## config.mk

```make
export PLATFORM = sky130hd
export DESIGN_NAME = onehot_ring_counter
export DESIGN_NICKNAME = d
export VERILOG_FILES = /design/src/rtl/onehot_pkg.sv /design/src/rtl/onehot_check.sv /design/src/rtl/onehot_ring_counter.sv
export SDC_FILE = /design/constraint.sdc
export NUM_CORES = 1
export LEC_CHECK = 0
export ABC_AREA = 1
export CORE_AREA = 5 5 56 58
export CTS_BUF_LIST = sky130_fd_sc_hd__clkbuf_4
export DETAILED_ROUTE_END_ITERATION = 8
export DIE_AREA = 0 0 61 63
export PLACE_DENSITY = 0.75
export SYNTH_ARGS = -nofsm -noshare
export SYNTH_HDL_FRONTEND = slang
export SYNTH_HIERARCHICAL = 1
export SYNTH_SLANG_ARGS = --single-unit
```

## constraint.sdc

```tcl
create_clock -name in_clk -period 2 [get_ports in_clk]
set_clock_uncertainty 0.05 [all_clocks]
set_input_delay 0.5 -clock in_clk [delete_from_list [all_inputs] [get_ports in_clk]]
set_output_delay 0.5 -clock in_clk [all_outputs]
set_load 0.01 [all_outputs]
```

## src/rtl/onehot_pkg.sv

```systemverilog
// Shared mode encoding for the one-hot ring counter and its checker.
package onehot_pkg;

  localparam logic [1:0] MODE_HOLD = 2'b00;
  localparam logic [1:0] MODE_LOAD = 2'b01;
  localparam logic [1:0] MODE_ROR  = 2'b10;
  localparam logic [1:0] MODE_ROL  = 2'b11;

endpackage

```

## src/rtl/onehot_check.sv

```systemverilog
// Combinational one-hot inspector: lowest-set-bit index, exactly-one-hot flag
// and all-zero flag for an N-bit vector.
module onehot_check #(
  parameter int N = 6,
  localparam int IW = $clog2(N)
) (
  input  logic [N-1:0]  vec_i,
  output logic [IW-1:0] idx_o,
  output logic          valid_o,
  output logic          zero_o
);

  // Scan from the top so the lowest set bit is the last one written.
  always_comb begin
    idx_o = '0;
    for (int i = N - 1; i >= 0; i--) begin
      if (vec_i[i]) idx_o = IW'(i);
    end
  end

  assign zero_o  = ~|vec_i;
  assign valid_o = !zero_o && ((vec_i & (vec_i - N'(1))) == '0);

endmodule

```

## src/rtl/onehot_ring_counter.sv

```systemverilog
// Parametrised one-hot ring counter with programmable stride, enable, binary
// index, wrap pulse and one-hot checking. Define ONEHOT_RECOVER_EN to reject
// non-one-hot loads (state forced to the reset position, ou_err pulses);
// otherwise loads are verbatim and ou_err flags any non-one-hot state.
// Inputs are sampled every enabled edge; there is no valid/ready handshake.
module onehot_ring_counter
  import onehot_pkg::*;
#(
  parameter int N         = 6,
  parameter int RESET_POS = 0,
  localparam int IW       = $clog2(N)
) (
  input  logic          in_clk,
  input  logic          rst,
  input  logic          in_en,
  input  logic [1:0]    in_sel,
  input  logic [N-1:0]  in_p,
  input  logic [IW-1:0] in_step,
  output logic [N-1:0]  ou_o,
  output logic [IW-1:0] ou_idx,
  output logic          ou_wrap,
  output logic          ou_err
);

  localparam logic [N-1:0] RESET_VEC = N'(1) << RESET_POS;
  localparam logic [IW:0]  N_W       = (IW + 1)'(N);

  logic [N-1:0]  o_q, o_d;
  logic          wrap_q, wrap_d;

  logic [IW-1:0] p_idx, o_idx;
  logic          p_valid, p_zero, o_valid, o_zero;

  onehot_check #(.N(N)) u_chk_p (
    .vec_i   (in_p),
    .idx_o   (p_idx),
    .valid_o (p_valid),
    .zero_o  (p_zero)
  );

  onehot_check #(.N(N)) u_chk_o (
    .vec_i   (o_q),
    .idx_o   (o_idx),
    .valid_o (o_valid),
    .zero_o  (o_zero)
  );

  // in_step < 2^IW < 2N, so a single conditional subtract reduces it mod N.
  logic [IW:0]   step_ext, s_ext, idx_sum;
  logic [IW-1:0] s;
  assign step_ext = {1'b0, in_step};
  assign s_ext    = (step_ext >= N_W) ? (step_ext - N_W) : step_ext;
  assign s        = s_ext[IW-1:0];
  assign idx_sum  = {1'b0, o_idx} + s_ext;

  logic          wrap_l, wrap_r;
  assign wrap_l = (s_ext != '0) && (idx_sum >= N_W);
  assign wrap_r = (s_ext != '0) && ({1'b0, o_idx} < s_ext);

  // Barrel rotate through a doubled copy of the ring.
  logic [2*N-1:0] dbl, dbl_l, dbl_r;
  logic [N-1:0]   rol, ror;
  assign dbl   = {o_q, o_q};
  assign dbl_l = dbl << s;
  assign dbl_r = dbl >> s;
  assign rol   = dbl_l[2*N-1:N];
  assign ror   = dbl_r[N-1:0];

`ifdef ONEHOT_RECOVER_EN
  logic err_q, err_d;
`endif

  always_comb begin
    o_d    = o_q;
    wrap_d = 1'b0;
`ifdef ONEHOT_RECOVER_EN
    err_d  = 1'b0;
`endif
    if (in_en) begin
      case (in_sel)
        MODE_LOAD: begin
`ifdef ONEHOT_RECOVER_EN
          if (p_valid) begin
            o_d = in_p;
          end else begin
            o_d   = RESET_VEC;
            err_d = 1'b1;
          end
`else
          o_d = in_p;
`endif
        end
        MODE_ROR: begin
          o_d    = ror;
          wrap_d = wrap_r;
        end
        MODE_ROL: begin
          o_d    = rol;
          wrap_d = wrap_l;
        end
        default: ;
      endcase
    end
  end

  always_ff @(posedge in_clk or negedge rst) begin
    if (!rst) begin
      o_q    <= RESET_VEC;
      wrap_q <= 1'b0;
    end else begin
      o_q    <= o_d;
      wrap_q <= wrap_d;
    end
  end

`ifdef ONEHOT_RECOVER_EN
  always_ff @(posedge in_clk or negedge rst) begin
    if (!rst) err_q <= 1'b0;
    else      err_q <= err_d;
  end
  assign ou_err = err_q;

  logic unused_chk;
  assign unused_chk = ^{p_idx, p_zero, o_valid, o_zero};
`else
  // Rotation preserves popcount, so this stays set until a valid load.
  assign ou_err = ~o_valid;

  logic unused_chk;
  assign unused_chk = ^{p_idx, p_zero, p_valid, o_zero};
`endif

  assign ou_o    = o_q;
  assign ou_idx  = o_idx;
  assign ou_wrap = wrap_q;

endmodule

```

After elaboration in Yosys (flattened, before gate mapping)
Index checks and enable logic that the tools add are counted.
{ "totals": {"input_bits": 14, "out_inout_bits": 11, "word_cells": 33, "reg_bits": 7} }
{ "op_classes": {"magnitude_cmp": 3, "mux": 10, "shifts": 2, "n_addsub": 3, "bitwise_logic": 2, "reduce_logical": 8, "eq_ne": 3} }
{ "ops": {"columns": ["cell", "n"], "rows": [
  ["two-way mux 3 bit", 6],
  ["case mux 6 bit (3 select lines)", 1],
  ["<< shifter 12 x 3 -> 12 bit", 1],
  [">> shifter 12 x 3 -> 6 bit", 1],
  ["bitwise AND 6 bit", 1],
  ["logical NOT 6 bit", 1],
  ["OR reduction 6 bit", 1],
  ["subtractor 6 x 1 -> 6 bit (second input constant)", 1],
  ["adder 3 x 4 -> 4 bit", 1],
  ["equality test 2 bit (second input constant)", 2],
  ["greater-or-equal comparator 4 x 3 -> 1 bit (second input constant)", 1],
  ["less-than comparator 3 x 4 -> 1 bit", 1],
  ["two-way mux 4 bit", 1],
  ["nonzero test 4 bit", 1],
  ["subtractor 3 x 3 -> 4 bit (second input constant)", 1],
  ["greater-or-equal comparator 3 bit (second input constant)", 1],
  ["logical AND 1 bit", 3],
  ["nonzero test 3 bit", 1],
  ["equality test 2 x 1 -> 1 bit (second input constant)", 1],
  ["case mux 1 bit (2 select lines)", 1],
  ["AND reduction 2 bit", 1],
  ["two-way mux 1 bit", 1],
  ["NOT 1 bit", 1]
]} }

Longest topological paths before layout
Gate-level depths: netlist of run 1.
{ "depth": {"word_depth": 11, "mapped_depth": 13, "depth_no_buf": 13} }

Cells and area by module
The synthesis of run 1 kept the hierarchy.
{ "by_module_without_submodules": {"columns": ["mod", "seq_area_each_um2", "cells_each", "area_per_inst_um2", "n_inst"], "rows": [
  ["onehot_ring_counter", 176.4, 170, 1016.0, 1],
  ["onehot_check", 0.0, 24, 120.1, 1]
]} }

Worst setup path after synthesis of run 1
Ideal clock, no wire load.
{ "synth_path": {"kind": "register to register", "startpoint": "reg o_q[4] (netlist: ou_o[4])", "endpoint": "reg wrap_q (netlist: ou_wrap)", "path_buffers": 0, "arrival_ps": 2029, "stages_incl_launch_ff": 12, "path_slack_ps": -151, "setup_time_ps": 72, "period_less_slack_ps": 2151, "required_ps": 1878, "cell_sequence": "dfrtp_1 > o21bai_1 > nand2_1 > a21oi_1 > ha_1 > inv_1 > fa_1 > nor2_1 > nand2_1 > nand3_1 > o2111ai_1 > nor2_1"} }
{ "synth_via": {"elab_chain_len": 10, "word_cells_on_any_way": 12, "classes_between": "1 x add/sub; 2 x order compare; 7 x mux; 2 x reduce/logical"} }
{ "synth_rtl": {"columns": ["item", "line_no", "rtl"], "rows": [
  ["from (decl)", "onehot_ring_counter.sv:28", "logic [N-1:0] o_q, o_d;"],
  ["from (signal assigned)", "onehot_ring_counter.sv:108", "o_q <= RESET_VEC;"],
  ["from (signal assigned)", "onehot_ring_counter.sv:111", "o_q <= o_d;"],
  ["two-way mux 3 bit * (5 in series)", "onehot_check.sv:17", "if (vec_i[i]) idx_o = IW'(i);"],
  ["via ou_idx[0]", "onehot_ring_counter.sv:20", "output logic [IW-1:0] ou_idx,"],
  ["adder 3 x 4 -> 4 bit", "onehot_ring_counter.sv:54", "assign idx_sum = {1'b0, o_idx} + s_ext;"],
  ["greater-or-equal comparator 4 x 3 -> 1 bit", "onehot_ring_counter.sv:57", "assign wrap_l = (s_ext != '0) && (idx_sum >= N_W);"],
  ["logical AND 1 bit", "onehot_ring_counter.sv:57", null],
  ["case mux 1 bit (2 select lines) *", "onehot_ring_counter.sv:80", "case (in_sel)"],
  ["two-way mux 1 bit *", "onehot_ring_counter.sv:79", "if (in_en) begin"],
  ["via wrap_d", "onehot_ring_counter.sv:29", "logic wrap_q, wrap_d;"],
  ["to (signal assigned)", "onehot_ring_counter.sv:112", "wrap_q <= wrap_d;"],
  ["to (decl)", "onehot_ring_counter.sv:29", null]
]} }
The timed path passes the listed nets; every way through them passes the cells marked *.
A chain may end at the register's enable or synchronous reset.

Worst setup path in the final report of run 1
{ "layout_path": {"startpoint": "reg o_q[4] (netlist: ou_o[4])", "endpoint": "reg wrap_q (netlist: ou_wrap)"} }
{ "layout_via": {"elab_chain_len": 10, "word_cells_on_any_way": 12, "classes_between": "1 x add/sub; 2 x order compare; 7 x mux; 2 x reduce/logical"} }
{ "layout_rtl": {"columns": ["item", "line_no"], "rows": [
  ["two-way mux 3 bit * (5 in series)", "onehot_check.sv:17"],
  ["adder 3 x 4 -> 4 bit", "onehot_ring_counter.sv:54"],
  ["greater-or-equal comparator 4 x 3 -> 1 bit", "onehot_ring_counter.sv:57"],
  ["logical AND 1 bit", "onehot_ring_counter.sv:57"],
  ["case mux 1 bit (2 select lines) *", "onehot_ring_counter.sv:80"],
  ["two-way mux 1 bit *", "onehot_ring_counter.sv:79"],
  ["via wrap_d", "onehot_ring_counter.sv:29"]
]} }
Marked as above.

==> results.py, run 1 <==
metrics = {
    "place": {
        "io_buffers": 24,
        "gp_congestion": 0.946,
        "place_area_um2": 1540,
        "dp_hpwl_um": 2590,
        "pre_cts_ws_ns": -0.164,
    },
    "global_routing": {
        "grt_pass1_vias": 1246,
        "grt_pass1_wl_um": 5380,
        "grt_start_max_net_pins": 15,
        "antenna_found_initial": 0,
        "overflow": 0,
        "track_usage_pct": 18.0,
    },
    "timing": {
        "worstMarginPinSlew_ns": 0.319,
        "slew_headroom_pct": 78.7,
        "hold_violations": 0,
        "finalSetupTns_ns": -0.0467,
        "whs_ns": 0.449,
        "setup_viol": 1,
        "rsz0062_at_grt": "yes",
        "fin_crit_ns": 2.05,
        "final_max_slew_viol_count": 0,
        "fin_crit_sh_pct": 102,
        "setup_ws_ns": -0.0467,
        "timing.fmax_mhz": 489,
    },
    "run_status": {
        "status": "finished with violations",
        "violations": "negative setup slack",
    },
    "cells_and_area": {
        "antennaDiodeCount": 0,
        "nNetsFinal": 260,
        "final_cell_area_um2": 1600,
        "syn2layout_area_growth_pct": 41.0,
        "ff_latch_area_um2": 181,
        "fillCellCount": 253,
        "drive_gt1_share_pct": 28.2,
        "multi_input_area_um2": 837,
    },
    "floorplan": {
        "num_io_pins": 25,
        "start_util_pct": 43.3,
        "core_um2": 2620,
        "fp.dieH_um": 63,
        "fp.dieArea_um2": 3840,
        "die_width_um": 61,
        "fp-row-count": 19,
    },
    "critical_path": {
        "cp_cell_sequence": "o21bai_1 > nand2_1 > a21oi_2 > ha_2 > inv_2 > fa_2 > nor2_1 > nand2_1 > nand3_2 > o2111ai_2 > nor2_1",
        "cp.arrival_ns": 2.14,
        "cp_slowest_cell": "fa_2",
        "cpPeakStageDelay_ns": 0.51,
        "r2r-start": "ou_o[4]",
        "cp-start-kind": "flip-flop",
        "r2r_end": "ou_wrap",
        "crit_buf_inv": 1,
        "ff2ff_setup_slack_ns": -0.05,
        "cp.required_ns": 2.10,
        "endpoint_kind": "flip-flop",
        "path_delay_family": "adder cells",
        "crit_type": "reg -> reg",
        "worstPathMaxFanout": 3,
        "rr_worst_depth": 11,
    },
    "route": {
        "dr.first_iter.drc_count": 48,
        "num_vias": 1345,
        "routed_wirelength_um": 3240,
        "first_pass_iters": 4,
        "drc": 0,
        "avgViaCountPerCell": 5.00,
        "ant_nets": 0,
        "post_drt_wl_per_cell_um": 12.0,
    },
    "yosys": {
        "synthCells": 193,
        "syn_avg_cell_area_um2": 5.87,
        "synth_warnings": 6,
        "syn-num-nets": 214,
        "netlist_area_um2": 1130,
    },
    "power": {
        "p_total_mw": 0.839,
        "leakagePower_nw": 0.828,
        "power.density_nw_per_um2": 526,
        "irDropWorstVdd_mv": 0.361,
    },
    "cts": {
        "cts.path.max_buffers": 2,
        "worstSkewPairLatency_ns": 0.26,
        "htreeDepth": 1,
        "cts_hold_buf": 0,
        "cts_tree": "yes",
        "cts_sinks": 7,
        "clk_pin_slew_ns": 0.05,
        "cts_root_buffer": "clkbuf_4",
        "cts_buffers": 3,
    },
    "flow_run": {
        "maxCapViolCount": 0,
    },
    "worst_hold_path": {
        "hp-class": "in -> async",
    },
}
==> cells in the final DEF (no fill, tap or decap), types with 2 or more instances in the layout <==
cell             instances
clkdlybuf4s50_1         18
nand2_1                 56
dfrtp_1                  2
nand3_1                 28
nor2_2                   2
nand4_1                  2
nand3_2                  4
inv_2                   11
o21ai_1                  3
nor2_4                   5
ha_1                     5
buf_4                   20
nor2_1                  21
clkbuf_4                 4
o21ai_0                  3
o21ai_2                  3
inv_1                   18
nand2_2                  5
a21oi_1                  7
dlygate4sd2_1            4
dfrtp_2                  4
==> through the flow <==
step           instances  utilization [%]
2_1_floorplan        193                -
3_5_place_dp         264             58.8
5_1_grt              269             61.1
6_report             269             61.1
3_3_place_gp         264             58.8
4_1_cts              268             59.9
==> how the worst max path moves through the flow <==
stage	from	endpoint	depth (start not counted)
floorplan	ou_o[4]	ou_wrap	11
global placement	in_step[0]	ou_wrap	9
detailed placement	in_step[1]	ou_wrap	10
CTS	ou_o[3]	ou_err	6
global route	ou_o[4]	ou_wrap	11
finish	ou_o[4]	ou_wrap	11
==> routing by layer <==
layer	track usage (%)	up-vias	part of all wire, %
met1	25.6	588	45
li1	-	708	-
met4	7.59	0	2.5
met5	0	-	0
met2	26.7	41	47
met3	2.48	8	5.7
==> power breakdown <==
part	leakage [nW]	internal [mW]	total (mW)	switching [mW]
Combinational	0.734	0.225	0.496	0.271
Sequential	0.0760	0.168	0.196	0.0278
Clock	0.0184	0.0900	0.148	0.0577
Total	0.828	0.482	0.839	0.357
==> what timing repair did <==
item | 4_1_cts | 5_1_grt
gates resized for setup | 5 | 12
buffers inserted | 0 | 1
endpoints found under the setup margin | 6 | 4
pin swaps | 3 | 7
==> final cells by class <==
class	instances	share of cell area (%)
Timing Repair Buffer	44	24.0
Tap cell	31	2.43
Sequential cell	7	11.4
Clock buffer	4	1.88
Inverter	30	7.92
Multi-Input combinational cell	153	52.4
==> registers in the layout (all words and copies together) (netlist names) <==
name / count
ou_wrap: 1
ou_o: 6
(Power assumes the default switching activity.)
==> inputs of run 2 (changes only) <==
CORE_AREA = 5 5 54 56   (was 5 5 56 58)
DIE_AREA = 0 0 59 61   (was 0 0 61 63)
PLACE_DENSITY = 0.77   (was 0.75)
clock period = 2.1 ns   (was 2 ns; I/O delays follow)
==> run 2 against run 1 <==
  * The flow now finishes without violations
  * Critical path depth grew 1
  * Setup slack better by 0.073 ns
  * Cell count rose by 0.74%
  * Total power shrank 2.5%
  * Core utilization up 6.4 points
==> results.py, run 2 (synthesis results as in run 1) <==
metrics = {
    "run_status": {
        "status": "complete, no violations",
    },
    "global_routing": {
        "antenna_found_initial": 0,
        "grt_pass1_vias": 1421,
        "overflow": 0,
        "grt_start_max_net_pins": 15,
        "grt_pass1_wl_um": 5970,
        "track_usage_pct": 21.5,
    },
    "cts": {
        "cts.path.max_buffers": 2,
        "htreeDepth": 1,
        "clk_pin_slew_ns": 0.06,
        "cts_tree": "yes",
        "cts_sinks": 7,
        "cts_buffers": 3,
        "cts_hold_buf": 0,
        "cts_root_buffer": "clkbuf_4",
        "worstSkewPairLatency_ns": 0.25,
    },
    "power": {
        "irDropWorstVdd_mv": 0.570,
        "seqPwrFrac_pct": 23.2,
        "swShare_pct": 42.8,
        "power.density_nw_per_um2": 508,
        "switching_power_mw": 0.350,
        "clockPowerShare_pct": 17.0,
        "p_int_mw": 0.468,
        "leakagePower_nw": 0.844,
        "combPwrFrac_pct": 59.8,
    },
    "flow_run": {
        "maxCapViolCount": 0,
    },
    "route": {
        "dr.first_iter.drc_count": 44,
        "num_vias": 1442,
        "avgViaCountPerCell": 5.32,
        "routed_wirelength_um": 3530,
        "ant_nets": 0,
        "post_drt_wl_per_cell_um": 13.0,
        "first_pass_iters": 4,
        "drc": 0,
    },
    "cells_and_area": {
        "nNetsFinal": 263,
        "syn2layout_area_growth_pct": 42.2,
        "final_cell_mix": "56 x nand2_1, 28 x nand3_1, 23 x buf_4",
        "drive_gt1_share_pct": 28.2,
        "utilization_pct": 67.5,
        "final_common_cell": "nand2_1",
        "largest_reg_flops": 6,
        "antennaDiodeCount": 0,
    },
    "critical_path": {
        "r2r_end": "ou_wrap",
        "endpoint_kind": "flip-flop",
        "cp-start-kind": "flip-flop",
        "cp.arrival_ns": 2.17,
        "rr_worst_depth": 12,
        "crit_type": "reg -> reg",
        "cp.required_ns": 2.20,
        "ff2ff_setup_slack_ns": 0.03,
        "r2r-start": "ou_o[5]",
        "worstPathMaxFanout": 3,
    },
    "place": {
        "gp_congestion": 0.861,
        "io_buffers": 24,
        "dp_hpwl_um": 2880,
    },
    "floorplan": {
        "fp.dieArea_um2": 3600,
        "start_util_pct": 47.4,
        "die_width_um": 59,
        "fp-row-count": 18,
        "core_um2": 2390,
        "num_io_pins": 25,
        "fp.dieH_um": 61,
    },
    "timing": {
        "worstMarginPinSlew_ns": 0.321,
        "whs_ns": 0.478,
        "fin_crit_sh_pct": 98.7,
        "fin_crit_ns": 2.07,
        "slew_headroom_pct": 78.5,
        "setup_viol": 0,
        "rsz0062_at_grt": "yes",
        "timing.fmax_mhz": 482,
        "hold_violations": 0,
        "final_max_slew_viol_count": 0,
    },
    "worst_hold_path": {
        "hp-class": "in -> async",
    },
}
==> run 2: cell count changes in the layout (fill, tap and decap cells not counted), sizes merged <==
cell           change
dlygate4sd2        -2
buf                +3
clkbuf             +1
clkdlybuf4s50      +1
==> run 2: area by class of cell <==
| class | instances | area, um2 |
|---|---|---|
| clock buffer | 4 | 30.0 |
| fill | 215 | 777 |
| inverter | 30 | 126 |
| multi-input combinational | 153 | 835 |
| sequential | 7 | 179 |
| tap | 30 | 37.5 |
| timing repair buffer | 47 | 403 |
==> run 2: repair_timing <==
item                                    in CTS  in global routing
endpoints found under the setup margin       5                  4
buffers inserted                             2                  1
gates resized for setup                     10                 10
pin swaps                                    2                  3
==> run 2: worst max path at each step <==
stage	start	to	slack (ns)	cells past startpoint
finish	ou_o[5]	ou_wrap	0.03	12
global route	in_step[1]	ou_wrap	-0.08	10
CTS	ou_o[5]	ou_wrap	0.002	12
detailed placement	in_step[1]	ou_wrap	-0.16	9
global placement	in_step[0]	ou_wrap	-0.08	9
floorplan	ou_o[1]	ou_wrap	0.03	9
==> run 2: routing by layer <==
layer	GRT usage [%]	wire length (um)
met5	0	0
met4	7.77	99
met3	3.19	209
met2	39.4	1730
met1	25.3	1490
==> run 2: power by group through the flow <==
stage          registers (mW)  clock network [mW]  logic, mW
2_1_floorplan           0.200                   0      0.252
3_3_place_gp            0.185                   0      0.453
3_5_place_dp            0.186                   0      0.466
4_1_cts                 0.189               0.140      0.476
5_1_grt                 0.193               0.153      0.542
6_report                0.190               0.139      0.490
==> run 2: stage by stage <==
stage / TNS (ns) / cell area (um2) / cells / setup WS, ns / power (mW)
2_1_floorplan: 0 / 1140 / 193 / 0.0296 / 0.452
3_3_place_gp: -0.0807 / 1530 / 264 / -0.0807 / 0.638
3_5_place_dp: -0.193 / 1530 / 264 / -0.164 / 0.652
4_1_cts: 0 / 1590 / 270 / 0.00233 / 0.805
5_1_grt: -0.0837 / 1610 / 271 / -0.0837 / 0.888
6_report: 0 / 1610 / 271 / 0.0263 / 0.818
==> run 2: worst max-delay path, cell delays in order (launching register included) <==
cell and delay (ns):
dfrtp_1 0.37, inv_1 0.05, o21bai_1 0.14, nand2_1 0.08
a21oi_2 0.18, ha_2 0.22, inv_2 0.04, fa_2 0.52
nor2_2 0.04, nand2_1 0.07, nand3_2 0.07, o2111ai_2 0.08
nor2_1 0.05
